===== src/rtl/dmem_pkg.sv =====
// Shared types and big-endian lane helpers for the data-memory arbiter.
// Byte offset k sits in bits [31-8k -: 8]; half offset 0 is [31:16], offset 2 is [15:0].
package dmem_pkg;

    typedef enum logic [1:0] {
        SZ_B   = 2'b00,
        SZ_H   = 2'b01,
        SZ_W   = 2'b10,
        SZ_ILL = 2'b11
    } size_e;

    typedef enum logic [1:0] {
        ST_IDLE,
        ST_READ,
        ST_WRITE,
        ST_RESP
    } state_e;

    localparam int MEM_BYTES_DEF = 1024;

    function automatic logic [31:0] lane_extract(input logic [31:0] word, input logic [1:0] off,
                                                 input size_e size, input logic uns);
        logic [7:0]  b;
        logic [15:0] h;
        logic [31:0] r;
        b = 8'(word >> (8 * (3 - int'(off))));
        h = off[1] ? word[15:0] : word[31:16];
        case (size)
            SZ_B:    r = {{24{b[7] & ~uns}}, b};
            SZ_H:    r = {{16{h[15] & ~uns}}, h};
            default: r = word;
        endcase
        return r;
    endfunction

    function automatic logic [31:0] lane_merge(input logic [31:0] word, input logic [1:0] off,
                                               input size_e size, input logic [31:0] data);
        int          sh;
        logic [31:0] mask;
        logic [31:0] ins;
        case (size)
            SZ_B: begin
                sh   = 8 * (3 - int'(off));
                mask = 32'h0000_00FF << sh;
                ins  = {24'b0, data[7:0]} << sh;
            end
            SZ_H: begin
                sh   = off[1] ? 0 : 16;
                mask = 32'h0000_FFFF << sh;
                ins  = {16'b0, data[15:0]} << sh;
            end
            default: begin
                mask = 32'hFFFF_FFFF;
                ins  = data;
            end
        endcase
        return (word & ~mask) | ins;
    endfunction

endpackage


===== src/rtl/dmem_lane_merge.sv =====
// Combinational lane extract (with sign/zero extension) and lane merge for RMW stores.
module dmem_lane_merge
    import dmem_pkg::*;
(
    input  logic [31:0] word_i,
    input  logic [1:0]  off_i,
    input  size_e       size_i,
    input  logic        uns_i,
    input  logic [31:0] data_i,
    output logic [31:0] ext_o,
    output logic [31:0] merged_o
);

    assign ext_o    = lane_extract(word_i, off_i, size_i, uns_i);
    assign merged_o = lane_merge(word_i, off_i, size_i, data_i);

endmodule


===== src/rtl/dmem_arbiter.sv =====
// Round-robin two-requester arbiter and access sequencer for a word-write, big-endian
// data memory; sub-word stores become read-modify-write.
module dmem_arbiter
    import dmem_pkg::*;
#(
    parameter int MEM_BYTES = MEM_BYTES_DEF,
    parameter int ADDR_W    = 32
) (
    input  logic                   clk_i,
    input  logic                   rst_ni,
    input  logic [1:0]             m_req_i,
    input  logic [1:0]             m_we_i,
    input  logic [1:0][1:0]        m_size_i,
    input  logic [1:0]             m_uns_i,
    input  logic [1:0][ADDR_W-1:0] m_addr_i,
    input  logic [1:0][31:0]       m_wdata_i,
    output logic [1:0]             m_gnt_o,
    output logic [1:0]             m_rvalid_o,
    output logic                   m_err_o,
    output logic [31:0]            m_rdata_o,
    output logic [ADDR_W-1:0]      mem_addr_o,
    output logic [31:0]            mem_wd_o,
    output logic                   mem_we_o,
    input  logic [31:0]            mem_rd_i
);

    state_e              state_q;
    logic                prio_q;
    logic                id_q;
    logic                we_q;
    logic                uns_q;
    logic                err_q;
    size_e               size_q;
    logic [ADDR_W-1:0]   addr_q;
    logic [31:0]         data_q;

    logic [1:0]          gnt;
    logic                sel;
    logic                acc;
    logic                acc_err;
    size_e               acc_size;
    logic [ADDR_W-1:0]   acc_addr;
    logic [31:0]         lane_ext;
    logic [31:0]         lane_mrg;

    // Grant is gated by reset so every output reads zero while rst_ni is low.
    always_comb begin
        gnt = '0;
        if (rst_ni && state_q == ST_IDLE) begin
            if (m_req_i == 2'b11) begin
                gnt[prio_q] = 1'b1;
            end else begin
                gnt = m_req_i;
            end
        end
    end

    assign sel      = gnt[1];
    assign acc      = |(m_req_i & gnt);
    assign acc_size = size_e'(m_size_i[sel]);
    assign acc_addr = m_addr_i[sel];

    always_comb begin
        acc_err = 1'b0;
        case (acc_size)
            SZ_ILL:  acc_err = 1'b1;
            SZ_H:    acc_err = acc_addr[0];
            SZ_W:    acc_err = |acc_addr[1:0];
            default: acc_err = 1'b0;
        endcase
        if (acc_addr >= ADDR_W'(MEM_BYTES)) begin
            acc_err = 1'b1;
        end
    end

    dmem_lane_merge u_lane (
        .word_i   (mem_rd_i),
        .off_i    (addr_q[1:0]),
        .size_i   (size_q),
        .uns_i    (uns_q),
        .data_i   (data_q),
        .ext_o    (lane_ext),
        .merged_o (lane_mrg)
    );

    // data_q carries store data after acceptance, then the load result or merged word.
    always_ff @(posedge clk_i or negedge rst_ni) begin
        if (!rst_ni) begin
            state_q <= ST_IDLE;
            prio_q  <= 1'b0;
            id_q    <= 1'b0;
            we_q    <= 1'b0;
            uns_q   <= 1'b0;
            err_q   <= 1'b0;
            size_q  <= SZ_B;
            addr_q  <= '0;
            data_q  <= '0;
        end else begin
            case (state_q)
                ST_IDLE: begin
                    if (acc) begin
                        id_q   <= sel;
                        we_q   <= m_we_i[sel];
                        size_q <= acc_size;
                        uns_q  <= m_uns_i[sel];
                        addr_q <= acc_addr;
                        if (m_req_i == 2'b11) begin
                            prio_q <= ~sel;
                        end
                        if (acc_err) begin
                            err_q   <= 1'b1;
                            data_q  <= '0;
                            state_q <= ST_RESP;
                        end else begin
                            err_q   <= 1'b0;
                            data_q  <= m_wdata_i[sel];
                            state_q <= (m_we_i[sel] && acc_size == SZ_W) ? ST_WRITE : ST_READ;
                        end
                    end
                end
                ST_READ: begin
                    data_q  <= we_q ? lane_mrg : lane_ext;
                    state_q <= we_q ? ST_WRITE : ST_RESP;
                end
                ST_WRITE: begin
                    data_q  <= '0;
                    state_q <= ST_RESP;
                end
                default: begin
                    err_q   <= 1'b0;
                    data_q  <= '0;
                    state_q <= ST_IDLE;
                end
            endcase
        end
    end

    assign m_gnt_o    = gnt;
    assign m_rvalid_o = (state_q == ST_RESP) ? (id_q ? 2'b10 : 2'b01) : 2'b00;
    assign m_err_o    = (state_q == ST_RESP) && err_q;
    assign m_rdata_o  = (state_q == ST_RESP) ? data_q : 32'h0;
    assign mem_addr_o = (state_q == ST_READ || state_q == ST_WRITE) ? {addr_q[ADDR_W-1:2], 2'b00} : '0;
    assign mem_we_o   = (state_q == ST_WRITE);
    assign mem_wd_o   = (state_q == ST_WRITE) ? data_q : 32'h0;

endmodule


===== config.mk =====
export PLATFORM = sky130hd
export DESIGN_NAME = dmem_arbiter
export DESIGN_NICKNAME = d
export VERILOG_FILES = /design/src/rtl/dmem_pkg.sv /design/src/rtl/dmem_lane_merge.sv /design/src/rtl/dmem_arbiter.sv
export SDC_FILE = /design/constraint.sdc
export NUM_CORES = 1
export LEC_CHECK = 0
export BUFFER_PORTS_ARGS = -buffer_cell sky130_fd_sc_hd__buf_2
export CORE_AREA = 8 8 125 127
export CTS_BUF_LIST = sky130_fd_sc_hd__clkbuf_2
export CTS_CLUSTER_DIAMETER = 100
export CTS_CLUSTER_SIZE = 20
export DETAILED_ROUTE_END_ITERATION = 10
export DIE_AREA = 0 0 133 135
export GPL_ROUTABILITY_DRIVEN = 0
export PLACE_DENSITY = 0.82
export SLEW_MARGIN = 20
export SYNTH_ARGS = -nofsm -noshare
export SYNTH_HDL_FRONTEND = slang
export SYNTH_SLANG_ARGS = --single-unit

===== constraint.sdc =====
create_clock -name clk_i -period 3.13 [get_ports clk_i]
set_clock_uncertainty 0.2 [all_clocks]
set_input_delay 0.1565 -clock clk_i [delete_from_list [all_inputs] [get_ports clk_i]]
set_output_delay 0.1565 -clock clk_i [all_outputs]
set_load 0.02 [all_outputs]

==> results.sh, run 1 <==
export IMPL_design_portCount=274
export IMPL_tightest_slew_ps=845
export IMPL_drt_iter0_markers=729
export IMPL_critical_path_arrival_ps=3290
export IMPL_routed_wl_um=27800
export IMPL_final_common_cell="buf_2"
export IMPL_nets=1296
export IMPL_path_max_fanout=62
export IMPL_r2r_start="state_q[0]"
export IMPL_overflow=0
export IMPL_die_y_um=135
export IMPL_synth_edf_count=0
export IMPL_period_share_pct=96.8
export IMPL_io_buffers=271
export IMPL_grt_setup_unrepaired="true"
export IMPL_intPower_mw=3.37
export IMPL_holdPathStages=6
export IMPL_p_comb_share_pct=64.1
export IMPL_ys_types=59
export IMPL_vias=7564
export IMPL_drive_gt1_share_pct=28.9
export IMPL_critPathCaptureType="flip-flop"
export IMPL_rows=43
export IMPL_final_hold_violation_count=0
export IMPL_drt_first_pass_iters=5
export IMPL_hold_end="state_q[0]"
export IMPL_cts_max_path_buffers=2
export IMPL_clk_pin_slew_ps=190
export IMPL_rrSetupSlack_ps=100
export IMPL_cts_buffers=9
export IMPL_critPathLaunchType="flip-flop"
export IMPL_p_sw_mw=3.44
export IMPL_synth_seq_area_share_pct=30.6
export IMPL_synthCells=695
export IMPL_stdcell_count=1305
export IMPL_viasPerCell=5.80
export IMPL_cts_root_buf="clkbuf_2"
export IMPL_cts_sinks=73
export IMPL_synthesis_area_um2=5970
export IMPL_post_cts_setup_buffer_count=0
export IMPL_cts_max_level=3
export IMPL_start_util_pct=43.9
export IMPL_core_area_um2=13600
export IMPL_drv_slew=0
export IMPL_min_period_ps=3030
export IMPL_insertion_delay_ps=580
export IMPL_synthArstFlopShare_pct=100
export IMPL_switching_share_pct=50.6
export IMPL_irDropWorstVdd_mv=0.492
export IMPL_die_x_um=133
export IMPL_antenna_found_initial=1
export IMPL_r2r_end="data_q[15]"
export IMPL_area_growth_pct=57.7
export IMPL_p_leak_nw=4.81
export IMPL_grt_max_degree=63
export IMPL_dp_cells=1105
export IMPL_hp_start="m_size_i[1]"
export IMPL_die_area_um2=18000
export IMPL_path_class="flip-flop to flip-flop"
export IMPL_synthFlopType="dfrtp_1"
export IMPL_worst_endpoint_required_ps=3380
export IMPL_grtUsageTotal_pct=30.1
export IMPL_reg2reg_depth=8
export IMPL_yosysWarningCount=0
export IMPL_max_freq_mhz=330
export IMPL_maxCapViolCount=0
export IMPL_dp_hpwl_um=17700
export IMPL_post_drt_wl_per_cell_um=21.3
export IMPL_outcome="finished clean"
export IMPL_cts_tree="done"
export IMPL_synth_seq_cells=73
export IMPL_relSlewSlack_pct=43.7
export IMPL_min_delay_path_class="input pin to flip-flop"
export IMPL_powerDensity_nw_per_um2=723
export IMPL_drtAntennaViolNets=0
export IMPL_hold_slack_ps=144
export IMPL_pwr_share_clk_pct=9.2
export IMPL_setup_viol=0
export IMPL_final_cell_mix="270 x buf_2, 182 x dlygate4sd3_1, 100 x and2_1, 85 x nand2_1, 83 x mux2i_1"
export IMPL_first_global_vias=8014
export IMPL_syn_area_per_cell_um2=8.59
export IMPL_drc=0
export IMPL_grt_pass1_wl_um=43300
export IMPL_seq_power_share_pct=26.7
## sequential cells by signal, indices dropped and copies added, names as in the netlist
name,flops
uns_q,1
we_q,1
size_q,2
err_q,1
addr_q,32
prio_q,1
state_q,2
id_q,1
data_q,32
## worst max-delay path by stage
stage / startpoint / end / slack [ps] / cells past startpoint
5_1_grt: state_q[0] / data_q[15] / -40 / 8
4_1_cts: m_addr_i[28] / data_q[15] / 60 / 10
6_report: state_q[0] / data_q[15] / 100 / 8
2_1_floorplan: state_q[0] / data_q[0] / 940 / 9
3_5_place_dp: state_q[0] / data_q[3] / 240 / 7
3_3_place_gp: state_q[0] / data_q[0] / 330 / 7
## power groups by stage
stage	Combinational [mW]	Clock, mW	Sequential [mW]
2_1_floorplan	2.90	0	1.58
3_3_place_gp	3.85	0	1.79
3_5_place_dp	3.93	0	1.81
4_1_cts	4.20	0.631	1.78
5_1_grt	4.70	0.667	1.86
6_report	4.36	0.627	1.82
## what timing repair did
| item | in CTS | in global routing |
|---|---|---|
| hold buffers | 183 | 0 |
| resized for setup | 0 | 4 |
| hold endpoints to repair | 103 | 0 |
| endpoints found under the setup margin | 0 | 30 |
## cell type report
type / instances / area, um^2
fill: 993 / 4200
timing repair buffer: 469 / 3320
clock buffer: 10 / 50.0
tap: 180 / 225
clock inverter: 6 / 82.6
antenna: 1 / 2.50
sequential: 73 / 1830
inverter: 15 / 58.8
multi-input combinational: 551 / 3850
## stage by stage
step                      worst slack (ps)  util, %  setup TNS [ps]  area, um^2  total power [mW]
after global routing                 -39.5     69.2           -85.2        9420              7.23
after global placement                 327     54.5               0        7420              5.64
after floorplan                        940        -               0        5980              4.49
after CTS                             59.5     68.9               0        9380              6.61
final                                 98.7     69.2               0        9420              6.81
after detailed placement               237     54.5               0        7420              5.73
## metal layers
layer | GRT usage, % | vias up | wire length [um]
met1 | 31.7 | 3537 | 9840
met4 | 12.1 | 0 | 845
met2 | 54.3 | 529 | 14000
li1 | - | 3423 | -
met5 | 0 | - | 0
met3 | 9.92 | 75 | 3150
## cells in the mapped netlist (all sizes together) (3+ instances only)
cell,n,area [um^2]
clkbuf,34,128
o21ai,56,284
and2,101,632
or4bb,6,67.6
o311ai,7,61.3
mux2i,83,831
nand4,5,31.3
a32oi,7,61.3
a221o,11,110
a22oi,16,120
nor2,30,113
a22o,8,70.1
o221ai,7,61.3
nor2b,4,25.0
nand2,85,319
a21o,3,23.8
or3,7,43.8
a221oi,14,123
a21oi,12,60.1
nand3,3,15.0
o2111ai,8,76.3
o21bai,3,26.3
mux2,10,113
ha,5,62.6
buf,23,139
nand2b,3,18.8
nor4,14,118
a311o,7,70.1
inv,15,58.8
o211ai,13,97.6
dfrtp,73,1830
## cells by family after synthesis
| logic type | Yosys count | share of synthesized area (%) |
|---|---|---|
| other cells | 1 | 0.0628 |
| compound gates | 184 | 22.5 |
| fa+ha+maj | 5 | 1.05 |
| buf+inv | 72 | 5.45 |
| xor+xnor | 1 | 0.147 |
| mux | 94 | 16.2 |
| flops | 73 | 30.6 |
| simple gates | 265 | 24.0 |
## critical path, stage by stage (launching register included)
cell and delay [ps]:
dfrtp_1 480, inv_1 100, ha_1 220, nand4_1 300, buf_12 420, mux2_2 390, dlygate4sd3_1 570, o211ai_1 100
a31oi_1 100
Note: power is estimated with default switching activity, not from simulation.
==> run 2, diff against run 1 <==
--- a/config.mk
+++ b/config.mk
@@ -5,15 +5,15 @@
 export SDC_FILE = /design/constraint.sdc
 export NUM_CORES = 1
 export LEC_CHECK = 0
-export BUFFER_PORTS_ARGS = -buffer_cell sky130_fd_sc_hd__buf_2
 export CORE_AREA = 8 8 125 127
 export CTS_BUF_LIST = sky130_fd_sc_hd__clkbuf_2
 export CTS_CLUSTER_DIAMETER = 100
 export CTS_CLUSTER_SIZE = 20
 export DETAILED_ROUTE_END_ITERATION = 10
 export DIE_AREA = 0 0 133 135
+export DONT_BUFFER_PORTS = 1
 export GPL_ROUTABILITY_DRIVEN = 0
-export PLACE_DENSITY = 0.82
+export PLACE_DENSITY = 0.65
 export SLEW_MARGIN = 20
 export SYNTH_ARGS = -nofsm -noshare
 export SYNTH_HDL_FRONTEND = slang
==> run 2 against run 1 <==
- the run now fails in clock tree synthesis
- synthesized cell count is the same
- area after synthesis stayed put
==> results.sh, run 2 <==
export IMPL_cts_root_buf="clkbuf_2"
export IMPL_tool_error="[ERROR RSZ-0060] Max buffer count reached."
export IMPL_synth_area_leaders="dfrtp_1 31%, mux2i_1 14%, and2_1 10%"
export IMPL_stop_stage="clock tree synthesis"
export IMPL_post_synth_top_count_cell="and2_1"
export IMPL_dp_hpwl_um=16300
export IMPL_ys_types=59
export IMPL_synth_edf_count=0
export IMPL_design_portCount=274
export IMPL_yosysTopAreaCell="dfrtp_1"
export IMPL_synth_seq_area_share_pct=30.6
export IMPL_placed_area_um2=6060
export IMPL_synth_commonest_cells="100 x and2_1, 85 x nand2_1, 83 x mux2i_1, 73 x dfrtp_1, 53 x o21ai_0"
export IMPL_synthCells=695
export IMPL_cts_resized=0
export IMPL_start_util_pct=43.9
export IMPL_outcome="aborted with a tool error"
export IMPL_rows=43
export IMPL_cts_buffers=9
export IMPL_yosysTopAreaCellShare_pct=30.6
export IMPL_syn_area_per_cell_um2=8.59
export IMPL_die_x_um=133
export IMPL_synthArstFlopShare_pct=100
export IMPL_post_cts_setup_buffer_count=0
export IMPL_dp_cells=836
export IMPL_cts_max_path_buffers=2
export IMPL_synthFlopType="dfrtp_1"
export IMPL_cts_max_level=3
export IMPL_synth_seq_cells=73
export IMPL_yosysWarningCount=0
export IMPL_cts_hold_buf=171
export IMPL_cts_sinks=73
export IMPL_io_buffers=0
export IMPL_synthesis_area_um2=5970
export IMPL_post_place_ws_ps=416
export IMPL_die_y_um=135
## run 2: stage by stage
stage | util [%] | hold slack, ps
2_1_floorplan | - | -339
3_3_place_gp | 44.5 | -333
3_5_place_dp | 44.5 | -333
## run 2: kinds of logic after synthesis
group | after synthesis | share of synthesized area, %
other cells | 1 | 0.0628
fa+ha+maj | 5 | 1.05
compound gates | 184 | 22.5
simple gates | 265 | 24.0
buf+inv | 72 | 5.45
mux | 94 | 16.2
xor+xnor | 1 | 0.147
flops | 73 | 30.6
==> run 3, diff against run 2 <==
==> config.mk (replaced) <==
export PLATFORM = sky130hd
export DESIGN_NAME = dmem_arbiter
export DESIGN_NICKNAME = d
export VERILOG_FILES = /design/src/rtl/dmem_pkg.sv /design/src/rtl/dmem_lane_merge.sv /design/src/rtl/dmem_arbiter.sv
export SDC_FILE = /design/constraint.sdc
export NUM_CORES = 1
export LEC_CHECK = 0
export CORE_AREA = 8 8 151 153
export DETAILED_ROUTE_END_ITERATION = 10
export DIE_AREA = 0 0 159 161
export DONT_BUFFER_PORTS = 1
export GPL_ROUTABILITY_DRIVEN = 0
export PLACE_DENSITY_LB_ADDON = 0.15
export SLEW_MARGIN = 20
export SYNTH_ARGS = -nofsm -noshare
export SYNTH_HDL_FRONTEND = slang
export SYNTH_SLANG_ARGS = --single-unit
==> run 3 against run 2 <==
- the run now ends clean
==> results.sh, run 3 (synthesized netlist as in run 1, its figures left out) <==
export IMPL_p_leak_nw=3.57
export IMPL_insertion_delay_ps=350
export IMPL_seq_power_share_pct=26.5
export IMPL_dp_hpwl_um=18200
export IMPL_finalSetupTns_ps=0
export IMPL_grt_setup_unrepaired="false"
export IMPL_path_cells="inv_1 -> ha_1 -> nand4_1 -> buf_4 -> mux2i_1 -> dlygate4sd3_1 -> o211ai_1"
export IMPL_worst_endpoint_required_ps=3140
export IMPL_drtAntennaViolNets=0
export IMPL_setup_viol=0
export IMPL_die_area_um2=25600
export IMPL_cts_root_buf="clkbuf_16"
export IMPL_p_sw_mw=3.37
export IMPL_cts_buffers=9
export IMPL_core_area_um2=20600
export IMPL_irDropWorstVdd_mv=0.325
export IMPL_post_cts_setup_buffer_count=0
export IMPL_use_met1_pct=21.3
export IMPL_max_freq_mhz=339
export IMPL_placed_area_um2=6200
export IMPL_routed_wl_um=26000
export IMPL_globalRouteMet3Util_pct=6.21
export IMPL_path_buf_inv=3
export IMPL_antenna_found_initial=0
export IMPL_tightest_slew_ps=903
export IMPL_cts_resized=0
export IMPL_reg2reg_depth=7
export IMPL_stdcell_count=1109
export IMPL_critical_path_arrival_ps=2950
export IMPL_nets=1006
export IMPL_intPower_mw=3.45
export IMPL_drt_iter0_markers=374
export IMPL_rows=53
export IMPL_powerDensity_nw_per_um2=839
export IMPL_path_max_fanout=33
export IMPL_min_period_ps=2950
export IMPL_cts_max_path_buffers=2
export IMPL_clk_pin_slew_ps=70
export IMPL_switching_share_pct=49.4
export IMPL_worst_path_largest_cell_delay_ps=620
export IMPL_cts_tree="done"
export IMPL_hp_start="mem_rd_i[0]"
export IMPL_relSlewSlack_pct=39.8
export IMPL_p_comb_share_pct=57.5
export IMPL_drc=0
export IMPL_viasPerCell=5.63
export IMPL_drt_first_pass_iters=5
export IMPL_hold_end="data_q[0]"
export IMPL_critPathCaptureType="flip-flop"
export IMPL_die_x_um=159
export IMPL_grt_pass1_wl_um=39400
export IMPL_drv_slew=0
export IMPL_grt_met2_usage_pct=34.1
export IMPL_postLayoutCellArea_um2=8130
export IMPL_area_growth_pct=36.1
export IMPL_rrSetupSlack_ps=180
export IMPL_slowest_stage="dlygate4sd3_1"
export IMPL_post_drt_wl_per_cell_um=23.4
export IMPL_reg_top3="addr_q (32), data_q (32)"
export IMPL_min_delay_path_class="input pin to flip-flop"
export IMPL_cts_hold_buf=159
export IMPL_overflow=0
export IMPL_path_class="flip-flop to flip-flop"
export IMPL_grt_max_degree=75
export IMPL_grtUsageTotal_pct=19.5
export IMPL_grt_busiest_layer="met2"
export IMPL_diodes=0
export IMPL_cts_max_level=3
export IMPL_dp_cells=934
export IMPL_final_cell_mix="158 x dlygate4sd3_1, 100 x and2_1, 85 x nand2_1, 83 x mux2i_1, 73 x dfrtp_1"
export IMPL_final_common_cell="dlygate4sd3_1"
export IMPL_outcome="finished clean"
export IMPL_maxCapViolCount=0
export IMPL_io_buffers=0
export IMPL_final_hold_violation_count=0
export IMPL_vias=6246
export IMPL_period_share_pct=94.1
export IMPL_die_y_um=161
export IMPL_r2r_end="data_q[23]"
export IMPL_critPathLaunchType="flip-flop"
export IMPL_cts_sinks=73
export IMPL_start_util_pct=29.1
export IMPL_pwr_share_clk_pct=16.0
export IMPL_startpoint="state_q[0]"
export IMPL_design_portCount=274
export IMPL_holdPathStages=3
export IMPL_first_global_vias=6769
export IMPL_drive_gt1_share_pct=7.07
export IMPL_crit_family="buffers and inverters"
export IMPL_r2r_start="state_q[0]"
[run 3: metrics by stage]
stage / total power [mW] / hold slack [ps] / util (%) / setup slack (ps)
5_1_grt: 7.30 / 41.1 / 39.5 / 49.1
3_5_place_dp: 5.46 / -331 / 30.2 / 369
6_report: 6.82 / 15.5 / 39.5 / 183
2_1_floorplan: 4.49 / -339 / - / 940
4_1_cts: 6.84 / 7.51 / 39.5 / 167
3_3_place_gp: 5.38 / -330 / 30.2 / 459
[run 3: per-layer routing]
metal  vias up  wire (um)
met4         0        852
li1       2833          -
met1      3040       9870
met2       315      12800
met3        58       2420
met5         -          0
[run 3: worst register-to-register path, stage by stage (launching register included)]
cell and delay (ps):
dfrtp_1 430, inv_1 90, ha_1 220, nand4_1 260, buf_4 530, mux2i_1 380
dlygate4sd3_1 620, o211ai_1 90
[run 3: power groups by stage]
stage | combinational [mW] | sequential (mW) | clock [mW]
floorplan | 2.90 | 1.58 | 0
global placement | 3.58 | 1.80 | 0
detailed placement | 3.64 | 1.82 | 0
CTS | 3.90 | 1.81 | 1.13
global route | 4.27 | 1.87 | 1.16
finish | 3.92 | 1.81 | 1.09
[run 3: cell type report]
class,count,area (um^2)
Sequential cell,73,1830
Inverter,15,58.8
Fill cell,2050,12400
Multi-Input combinational cell,551,3830
Timing Repair Buffer,179,1760
Tap cell,275,344
Clock inverter,7,78.8
Clock buffer,9,225
[run 3: worst max-delay path by stage]
stage	slack (ps)	endpoint	depth (start not counted)
3_3_place_gp	460	data_q[3]	7
6_report	180	data_q[23]	7
5_1_grt	50	data_q[23]	7
3_5_place_dp	370	data_q[1]	7
2_1_floorplan	940	data_q[0]	9
4_1_cts	170	data_q[23]	7
==> run 4, diff against run 3 <==
--- a/config.mk
+++ b/config.mk
@@ -5,6 +5,8 @@
 export SDC_FILE = /design/constraint.sdc
 export NUM_CORES = 1
 export LEC_CHECK = 0
+export CELL_PAD_IN_SITES_DETAIL_PLACEMENT = 1
+export CELL_PAD_IN_SITES_GLOBAL_PLACEMENT = 2
 export CORE_AREA = 8 8 151 153
 export DETAILED_ROUTE_END_ITERATION = 10
 export DIE_AREA = 0 0 159 161
==> run 4 against run 3 <==
- clock power decreased by 8%
- non-clock buffer count decreased by 1
- final cell count unchanged
- register-to-register slack improved by 50 ps
- highest routed layer unchanged
- largest cell class unchanged
- critical path depth unchanged
- largest power group unchanged
==> results.sh, run 4 (synthesized netlist as in run 1, its figures left out) <==
export IMPL_outcome="finished clean"
export IMPL_max_freq_mhz=346
export IMPL_vias=6181
export IMPL_drc=0
export IMPL_viasPerCell=5.57
export IMPL_post_drt_wl_per_cell_um=25.1
export IMPL_cts_buffers=9
export IMPL_cts_max_level=3
export IMPL_path_cells="inv_1 -> ha_1 -> nand4_1 -> buf_6 -> mux2i_1 -> dlygate4sd3_1 -> o221ai_1"
export IMPL_dp_cells=933
export IMPL_die_y_um=161
export IMPL_tightest_slew_ps=889
export IMPL_irDropWorstVdd_mv=0.350
export IMPL_grt_pass1_wl_um=42500
export IMPL_worst_endpoint_required_ps=3140
export IMPL_critical_path_arrival_ps=2900
export IMPL_overflow=0
export IMPL_rows=53
export IMPL_grt_setup_unrepaired="false"
export IMPL_placed_area_um2=6200
export IMPL_path_class="flip-flop to flip-flop"
export IMPL_final_cell_mix="158 x dlygate4sd3_1, 100 x and2_1, 85 x nand2_1, 83 x mux2i_1, 73 x dfrtp_1"
export IMPL_reg_top3="addr_q (32), data_q (32)"
export IMPL_finalSetupTns_ps=0
export IMPL_start_util_pct=29.1
export IMPL_postLayoutCoreUtil_pct=39.3
export IMPL_cts_root_buf="clkbuf_16"
export IMPL_drive_gt1_share_pct=6.97
export IMPL_maxCapViolCount=0
export IMPL_period_share_pct=92.4
export IMPL_drt_iter0_markers=238
export IMPL_critPathLaunchType="flip-flop"
export IMPL_cts_sinks=73
export IMPL_clk_pin_slew_ps=70
export IMPL_path_max_fanout=38
export IMPL_die_area_um2=25600
export IMPL_design_portCount=274
export IMPL_first_global_vias=7057
export IMPL_crit_family="buffers and inverters"
export IMPL_core_area_um2=20600
export IMPL_drv_slew=0
export IMPL_powerDensity_nw_per_um2=838
export IMPL_worst_path_largest_cell_delay_ps=590
export IMPL_area_growth_pct=35.4
export IMPL_slowest_stage="dlygate4sd3_1"
export IMPL_dp_hpwl_um=19500
export IMPL_nets=1005
export IMPL_p_leak_nw=3.54
export IMPL_drtAntennaViolNets=0
export IMPL_setup_viol=0
export IMPL_die_x_um=159
export IMPL_min_period_ps=2890
export IMPL_drt_first_pass_iters=5
export IMPL_cts_max_path_buffers=2
export IMPL_insertion_delay_ps=350
export IMPL_rrSetupSlack_ps=240
export IMPL_final_hold_violation_count=0
export IMPL_grt_max_degree=75
export IMPL_relSlewSlack_pct=40.7
export IMPL_min_delay_path_class="input pin to flip-flop"
export IMPL_postLayoutCellArea_um2=8090
export IMPL_antenna_found_initial=1
export IMPL_routed_wl_um=27800
export IMPL_critPathCaptureType="flip-flop"
export IMPL_stdcell_count=1109
export IMPL_cts_tree="done"
export IMPL_path_buf_inv=3
export IMPL_grtUsageTotal_pct=21.1
export IMPL_final_common_cell="dlygate4sd3_1"
export IMPL_io_buffers=0
run 4: cell types whose count changed in the layout (fill, tap and decap cells not counted):
cell       delta
buf_4         -2
buf_6         +1
bufinv_16     -1
clkinv_2      +1
diode_2       +2
ha_1          -1
ha_2          +1
inv_6         -1
o21bai_2      +1
o21bai_4      -1
run 4: where the power goes:
| part | leakage, nW | switching (mW) | internal [mW] |
|---|---|---|---|
| registers | 0.946 | 0.463 | 1.34 |
| clock network | 0.124 | 0.463 | 0.536 |
| logic | 2.47 | 2.50 | 1.48 |
run 4: final cells by class:
class                      instances  area (um^2)
clock inverter                     6         45.0
timing repair buffer             178         1760
multi-input combinational        551         3830
tap                              275          344
sequential                        73         1830
antenna                            2         5.00
fill                            2350        12500
inverter                          15         58.8
clock buffer                       9          225
run 4: worst register-to-register path, delay by kind of cell (launching register included):
kind            cells  cell delay, ps
flops               1             430
fa+ha+maj           1             220
mux                 1             300
compound gates      1             120
simple gates        1             320
buf+inv             3            1160
run 4: path summary, 6_finish.rpt:
| kind | from | to | depth (start not counted) |
|---|---|---|---|
| max | state_q[0] | data_q[1] | 7 |
| min | mem_rd_i[2] | data_q[2] | 3 |
| max reg2reg | state_q[0] | data_q[1] | 7 |
| min reg2reg | addr_q[21] | addr_q[21] | 2 |
| max in group asynchronous | rst_ni | addr_q[5] | 2 |
| min in group asynchronous | rst_ni | data_q[28] | 2 |
run 4: routing by layer:
metal | track usage [%] | up-vias | part of all wire [%]
met5 | 0 | - | 0
met4 | 7.29 | 0 | 2.6
met3 | 8.32 | 49 | 8.9
met2 | 35.2 | 248 | 47
met1 | 24.3 | 3059 | 41
li1 | - | 2825 | -
run 4: what timing repair did:
| action | CTS | global route |
|---|---|---|
| setup buffers | 0 | 0 |
| endpoints found under the hold margin | 140 | 0 |
| resized for setup | 0 | 1 |
| setup endpoints to repair | 0 | 11 |
| hold buffers | 159 | 0 |
run 4: per-stage QoR:
stage	hold slack (ps)	power (mW)	worst slack, ps
finish	10.5	6.78	238
global route	15.5	7.29	79.1
CTS	2.35	6.81	110
detailed placement	-332	5.52	432
global placement	-331	5.41	563
floorplan	-339	4.49	940
